### src/rtl/valu_seq.sv
// Element sequencer for the vector ALU path: steps the shared scalar ALU through each element
// of one vector op, driving VRF read/write addresses and ALU control, stalling for multi-cycle MUL.
module valu_seq #(
  parameter int unsigned VLMAX   = 16,
  parameter int unsigned ELEM_W  = $clog2(VLMAX),
  parameter int unsigned VL_W    = $clog2(VLMAX) + 1,
  parameter int unsigned MUL_LAT = 3
) (
  input  logic              clk_i,
  input  logic              rst_n_i,
  input  logic              start_valid_i,
  output logic              start_ready_o,
  input  logic [2:0]        ctrl_i,
  input  logic [4:0]        vs1_i,
  input  logic [4:0]        vs2_i,
  input  logic [4:0]        vd_i,
  input  logic [VL_W-1:0]   vl_i,
  output logic [4:0]        rd_vreg1_o,
  output logic [4:0]        rd_vreg2_o,
  output logic [ELEM_W-1:0] rd_elem_o,
  output logic [2:0]        alu_ctrl_o,
  output logic              wr_en_o,
  output logic [4:0]        wr_vreg_o,
  output logic [ELEM_W-1:0] wr_elem_o,
  output logic              busy_o,
  output logic              done_o
);

  localparam int unsigned   LatW    = (MUL_LAT > 1) ? $clog2(MUL_LAT) : 1;
  localparam logic [VL_W-1:0] VlMax = VL_W'(VLMAX);
  localparam logic [LatW-1:0] LatLast = LatW'(MUL_LAT - 1);
  localparam logic [2:0]    CtrlAdd = 3'b001;
  localparam logic [2:0]    CtrlMul = 3'b110;

  typedef enum logic [1:0] {StIdle, StExec, StDone} state_e;

  state_e              state_q, state_d;
  logic [2:0]          ctrl_q, ctrl_d;
  logic [4:0]          vs1_q, vs1_d, vs2_q, vs2_d, vd_q, vd_d;
  logic [VL_W-1:0]     vl_q, vl_d;
  logic [ELEM_W-1:0]   elem_q, elem_d;
  logic [LatW-1:0]     lat_q, lat_d;

  logic [2:0]          ctrl_legal;
  logic [VL_W-1:0]     vl_eff;
  logic                step;
  logic                last_elem;

  // Unsupported codes fall back to add so the shared ALU always sees a defined op.
  always_comb begin
    ctrl_legal = CtrlAdd;
    case (ctrl_i)
      3'b001, 3'b010, 3'b011, 3'b100, 3'b110: ctrl_legal = ctrl_i;
      default:                                ctrl_legal = CtrlAdd;
    endcase
  end

  assign vl_eff    = (vl_i > VlMax) ? VlMax : vl_i;
  assign step      = (ctrl_q != CtrlMul) || (lat_q == LatLast);
  assign last_elem = (VL_W'(elem_q) == (vl_q - VL_W'(1)));

  always_comb begin
    state_d = state_q;
    ctrl_d  = ctrl_q;
    vs1_d   = vs1_q;
    vs2_d   = vs2_q;
    vd_d    = vd_q;
    vl_d    = vl_q;
    elem_d  = elem_q;
    lat_d   = lat_q;
    unique case (state_q)
      StIdle: begin
        if (start_valid_i) begin
          ctrl_d  = ctrl_legal;
          vs1_d   = vs1_i;
          vs2_d   = vs2_i;
          vd_d    = vd_i;
          vl_d    = vl_eff;
          elem_d  = '0;
          lat_d   = '0;
          state_d = (vl_eff == '0) ? StDone : StExec;
        end
      end
      StExec: begin
        if (step) begin
          lat_d = '0;
          if (last_elem) begin
            state_d = StDone;
          end else begin
            elem_d = elem_q + ELEM_W'(1);
          end
        end else begin
          lat_d = lat_q + LatW'(1);
        end
      end
      StDone:  state_d = StIdle;
      default: state_d = StIdle;
    endcase
  end

  always_ff @(posedge clk_i or negedge rst_n_i) begin
    if (!rst_n_i) begin
      state_q <= StIdle;
      ctrl_q  <= '0;
      vs1_q   <= '0;
      vs2_q   <= '0;
      vd_q    <= '0;
      vl_q    <= '0;
      elem_q  <= '0;
      lat_q   <= '0;
    end else begin
      state_q <= state_d;
      ctrl_q  <= ctrl_d;
      vs1_q   <= vs1_d;
      vs2_q   <= vs2_d;
      vd_q    <= vd_d;
      vl_q    <= vl_d;
      elem_q  <= elem_d;
      lat_q   <= lat_d;
    end
  end

  // Addresses and control are only driven while stepping elements; zero otherwise.
  always_comb begin
    rd_vreg1_o = '0;
    rd_vreg2_o = '0;
    rd_elem_o  = '0;
    alu_ctrl_o = '0;
    wr_en_o    = 1'b0;
    wr_vreg_o  = '0;
    wr_elem_o  = '0;
    if (state_q == StExec) begin
      rd_vreg1_o = vs1_q;
      rd_vreg2_o = vs2_q;
      rd_elem_o  = elem_q;
      alu_ctrl_o = ctrl_q;
      wr_en_o    = step;
      wr_vreg_o  = vd_q;
      wr_elem_o  = elem_q;
    end
  end

  assign start_ready_o = (state_q == StIdle);
  assign busy_o        = !start_ready_o;
  assign done_o        = (state_q == StDone);

endmodule
### config.mk
export PLATFORM = sky130hd
export DESIGN_NAME = valu_seq
export DESIGN_NICKNAME = d
export VERILOG_FILES = /design/src/rtl/valu_seq.sv
export SDC_FILE = /design/constraint.sdc
export NUM_CORES = 1
export LEC_CHECK = 0
export ABC_AREA = 1
export CORE_MARGIN = 1
export CORE_UTILIZATION = 35
export CTS_BUF_LIST = sky130_fd_sc_hd__clkbuf_8
export CTS_CLUSTER_SIZE = 20
export DETAILED_ROUTE_END_ITERATION = 8
export RECOVER_POWER = 25
export SYNTH_ARGS = -nofsm -noshare
export SYNTH_HDL_FRONTEND = slang
export SYNTH_SLANG_ARGS = --single-unit
### constraint.sdc
create_clock -name clk_i -period 1.66 [get_ports clk_i]
set_input_delay 0.498 -clock clk_i [delete_from_list [all_inputs] [get_ports clk_i]]
set_output_delay 0.498 -clock clk_i [all_outputs]
set_load 0.01 [all_outputs]
==> impl_metrics.env <==
export IMPL_clkTransAtPathRegs_ps=70
export IMPL_setup_tns_ps=-4210
export IMPL_worstReg2RegStart="state_q[1]"
export IMPL_grt_start_max_net_pins=32
export IMPL_htreeDepth=2
export IMPL_stdcell_area_um2=2880
export IMPL_worstHoldPathCells=2
export IMPL_p_int_mw=3.08
export IMPL_r2r_cells=10
export IMPL_critPathArrivalTime_ps=1360
export IMPL_drtAntennaViolNets=0
export IMPL_slew_viol_final=0
export IMPL_drc=0
export IMPL_place_area_um2=2500
export IMPL_place_ws_ps=-277
export IMPL_start_util=0.363
export IMPL_critical_path_max_fanout=6
export IMPL_worst_slew_pin_slew_ps=765
export IMPL_holdBufCountCts=0
export IMPL_irDropWorstVdd_mv=0.771
export IMPL_synthMuxAreaShare=0
export IMPL_switching_share=0.421
export IMPL_antenna_cells=0
export IMPL_power_frac_seq=0.233
export IMPL_viasPerCell=4.34
export IMPL_async_reset_ff_frac=1.00
export IMPL_synth_cell_area_um2=1720
export IMPL_routabilityCongestion=0.775
export IMPL_synthFlopType="dfrtp_1"
export IMPL_antenna_found_initial=0
export IMPL_die_h_um=72.0
export IMPL_hold_path_end="vs2_q[2]"
export IMPL_synth_xor_area_share=0.00510
export IMPL_yosys_area_top_type="dfrtp_1"
export IMPL_cp_startpoint="state_q[1]"
export IMPL_finish_utilization=0.610
export IMPL_nets=340
export IMPL_synth_simple_gate_area_share=0.267
export IMPL_area_delta_synth_final_pct=67.9
export IMPL_synth_compound_area_frac=0.117
export IMPL_die_w_um=72.0
export IMPL_netlist_area_leader_share=0.452
export IMPL_synth_most_common_cell="nand2_1"
export IMPL_setup_ws_ps=-196
export IMPL_final_hold_viol_count=0
export IMPL_dpl_hpwl_um=2920
export IMPL_ys_ff_latch=31
export IMPL_wl_per_cell_um=11.2
export IMPL_cts_tree="done"
export IMPL_core_area_um2=4720
export IMPL_grt_pass1_vias=1495
export IMPL_firstDrtPassIters=4
export IMPL_numCtsBuffers=5
export IMPL_maxCapViolations=0
export IMPL_wl_um=4230
export IMPL_die_area_um2=5190
export IMPL_rrSetupSlack_ps=90
export IMPL_required_ps=1160
export IMPL_fin_crit_sh=1.12
export IMPL_power_frac_comb=0.659
export IMPL_synth_edf_count=0
export IMPL_slew_headroom=0.490
export IMPL_synth_avg_cell_area_um2=7.70
export IMPL_layout_min_cycle_time_ps=1860
export IMPL_syn_num_nets=252
export IMPL_synth_top_family_by_area="simple AND/OR/NAND/NOR gates"
export IMPL_initialDrtViolationCount=77
export IMPL_synth_cells=223
export IMPL_rr_endpoint="elem_q[1]"
export IMPL_vias=1645
export IMPL_cts_sinks=31
export IMPL_worstHoldPathType="register to register"
export IMPL_rsz0062_at_grt="yes"
export IMPL_grtUsageTotal=0.172
export IMPL_ios=56
export IMPL_net_switching_power_mw=2.24
export IMPL_insertion_delay_ps=280
export IMPL_fin_skew_ps=7.56
export IMPL_p_leak_nw=1.37
export IMPL_synth_adder_area_share=0.0219
export IMPL_violations="negative setup slack"
export IMPL_drive_gt1_frac=0.388
export IMPL_ys_seq_area_frac=0.452
export IMPL_setup_worst_path_class="register to output pin"
export IMPL_outcome="complete, but fails checks"
export IMPL_fp_row_count=25
export IMPL_synth_warnings=0
export IMPL_clk_root_buffer_cell="clkbuf_8"
export IMPL_synth_distinct_cells=26
export IMPL_end_kind="output pin"
export IMPL_clockBufferDepth=2
export IMPL_power_frac_clock=0.108
export IMPL_setup_viol=28
export IMPL_min_from="vs2_q[2]"
export IMPL_start_kind="register"
export IMPL_synth_common_cells="nand2_1 (46), nor2_1 (36), inv_1 (32)"
export IMPL_clock_fmax_ghz=0.539
export IMPL_grt_pass1_wl_um=6810
export IMPL_io_buffers=55
export IMPL_gr_total_overflow=0
export IMPL_synth_area_top_cells="dfrtp_1 (45%), nand2_1 (10%), nor2_1 (7.9%)"
export IMPL_p_per_area_nw_per_um2=1850
-- per-stage QoR --
step | power (mW) | hold WS (ps) | instances
global route | 5.71 | 562 | 379
detailed placement | 3.95 | 490 | 358
floorplan | 2.71 | 202 | 223
global placement | 3.90 | 489 | 358
finish | 5.32 | 520 | 379
CTS | 4.79 | 528 | 374
-- cells in the final DEF (no fill, tap or decap), types with 2 or more instances in the layout --
cell type,n
nand2_1,46
inv_1,33
dfrtp_1,31
buf_4,27
buf_6,26
clkdlybuf4s50_1,24
nor2_4,22
nor2_1,14
o21ai_0,12
nand3_1,11
o21ai_1,10
inv_2,9
buf_2,6
nor2_2,5
clkbuf_8,5
o22ai_2,3
a21oi_1,3
buf_12,3
o21ai_2,2
ha_1,2
-- layer usage --
metal / part of all wire / vias to the layer above / GRT usage
met3: 0.046 / 7 / 0.0444
met5: 0 / - / 0
li1: - / 854 / -
met1: 0.44 / 735 / 0.221
met2: 0.50 / 49 / 0.284
met4: 0.017 / 0 / 0.0523
-- logic make-up after synthesis --
group | after synthesis
xor+xnor | 1
fa+ha+maj | 3
flops | 31
buf+inv | 53
simple gates | 102
compound gates | 33
-- sequential cells by signal (all words and copies together), names as in the netlist --
| name | flops |
|---|---|
| vs2_q | 5 |
| elem_q | 4 |
| ctrl_q | 3 |
| lat_q | 2 |
| state_q | 2 |
| vs1_q | 5 |
| vl_q | 5 |
| vd_q | 5 |
-- final cells by class --
cell class,instances,area [um^2]
repair buffers,90,880
flip-flops and latches,31,776
inverters,43,169
clock inverters,3,16.3
multi-input cells,139,877
fillers,414,1840
clock buffers,5,68.8
repair inverters,1,11.3
well taps,67,83.8
-- how the worst max path moves through the flow --
| stage | to | slack [ps] | cells after the start |
|---|---|---|---|
| detailed placement | rd_vreg1_o[0] | -280 | 5 |
| global route | rd_vreg1_o[2] | -250 | 5 |
| floorplan | wr_elem_o[3] | -70 | 5 |
| finish | wr_elem_o[1] | -200 | 5 |
| CTS | rd_vreg2_o[0] | -140 | 6 |
| global placement | rd_vreg2_o[4] | -270 | 5 |
-- critical path: stages (launching register included) --
cell and delay (ps):
dfrtp_1 400, nor2_4 150, clkinv_4 130, buf_4 170, nor2_4 110, buf_6 120
-- power groups by stage --
stage | sequential, mW | combinational [mW] | clock, mW
after floorplan | 1.25 | 1.45 | 0
after global placement | 1.24 | 2.67 | 0
after detailed placement | 1.25 | 2.70 | 0
after CTS | 1.24 | 2.95 | 0.591
after global routing | 1.27 | 3.80 | 0.631
final | 1.24 | 3.51 | 0.574
-- what timing repair did --
action | in CTS | in global routing
setup buffers | 6 | 5
pin swaps | 2 | 6
setup endpoints to repair | 30 | 35
gates cloned | 2 | 0
resized for setup | 152 | 43
Power figures use the tool's default switching activity.
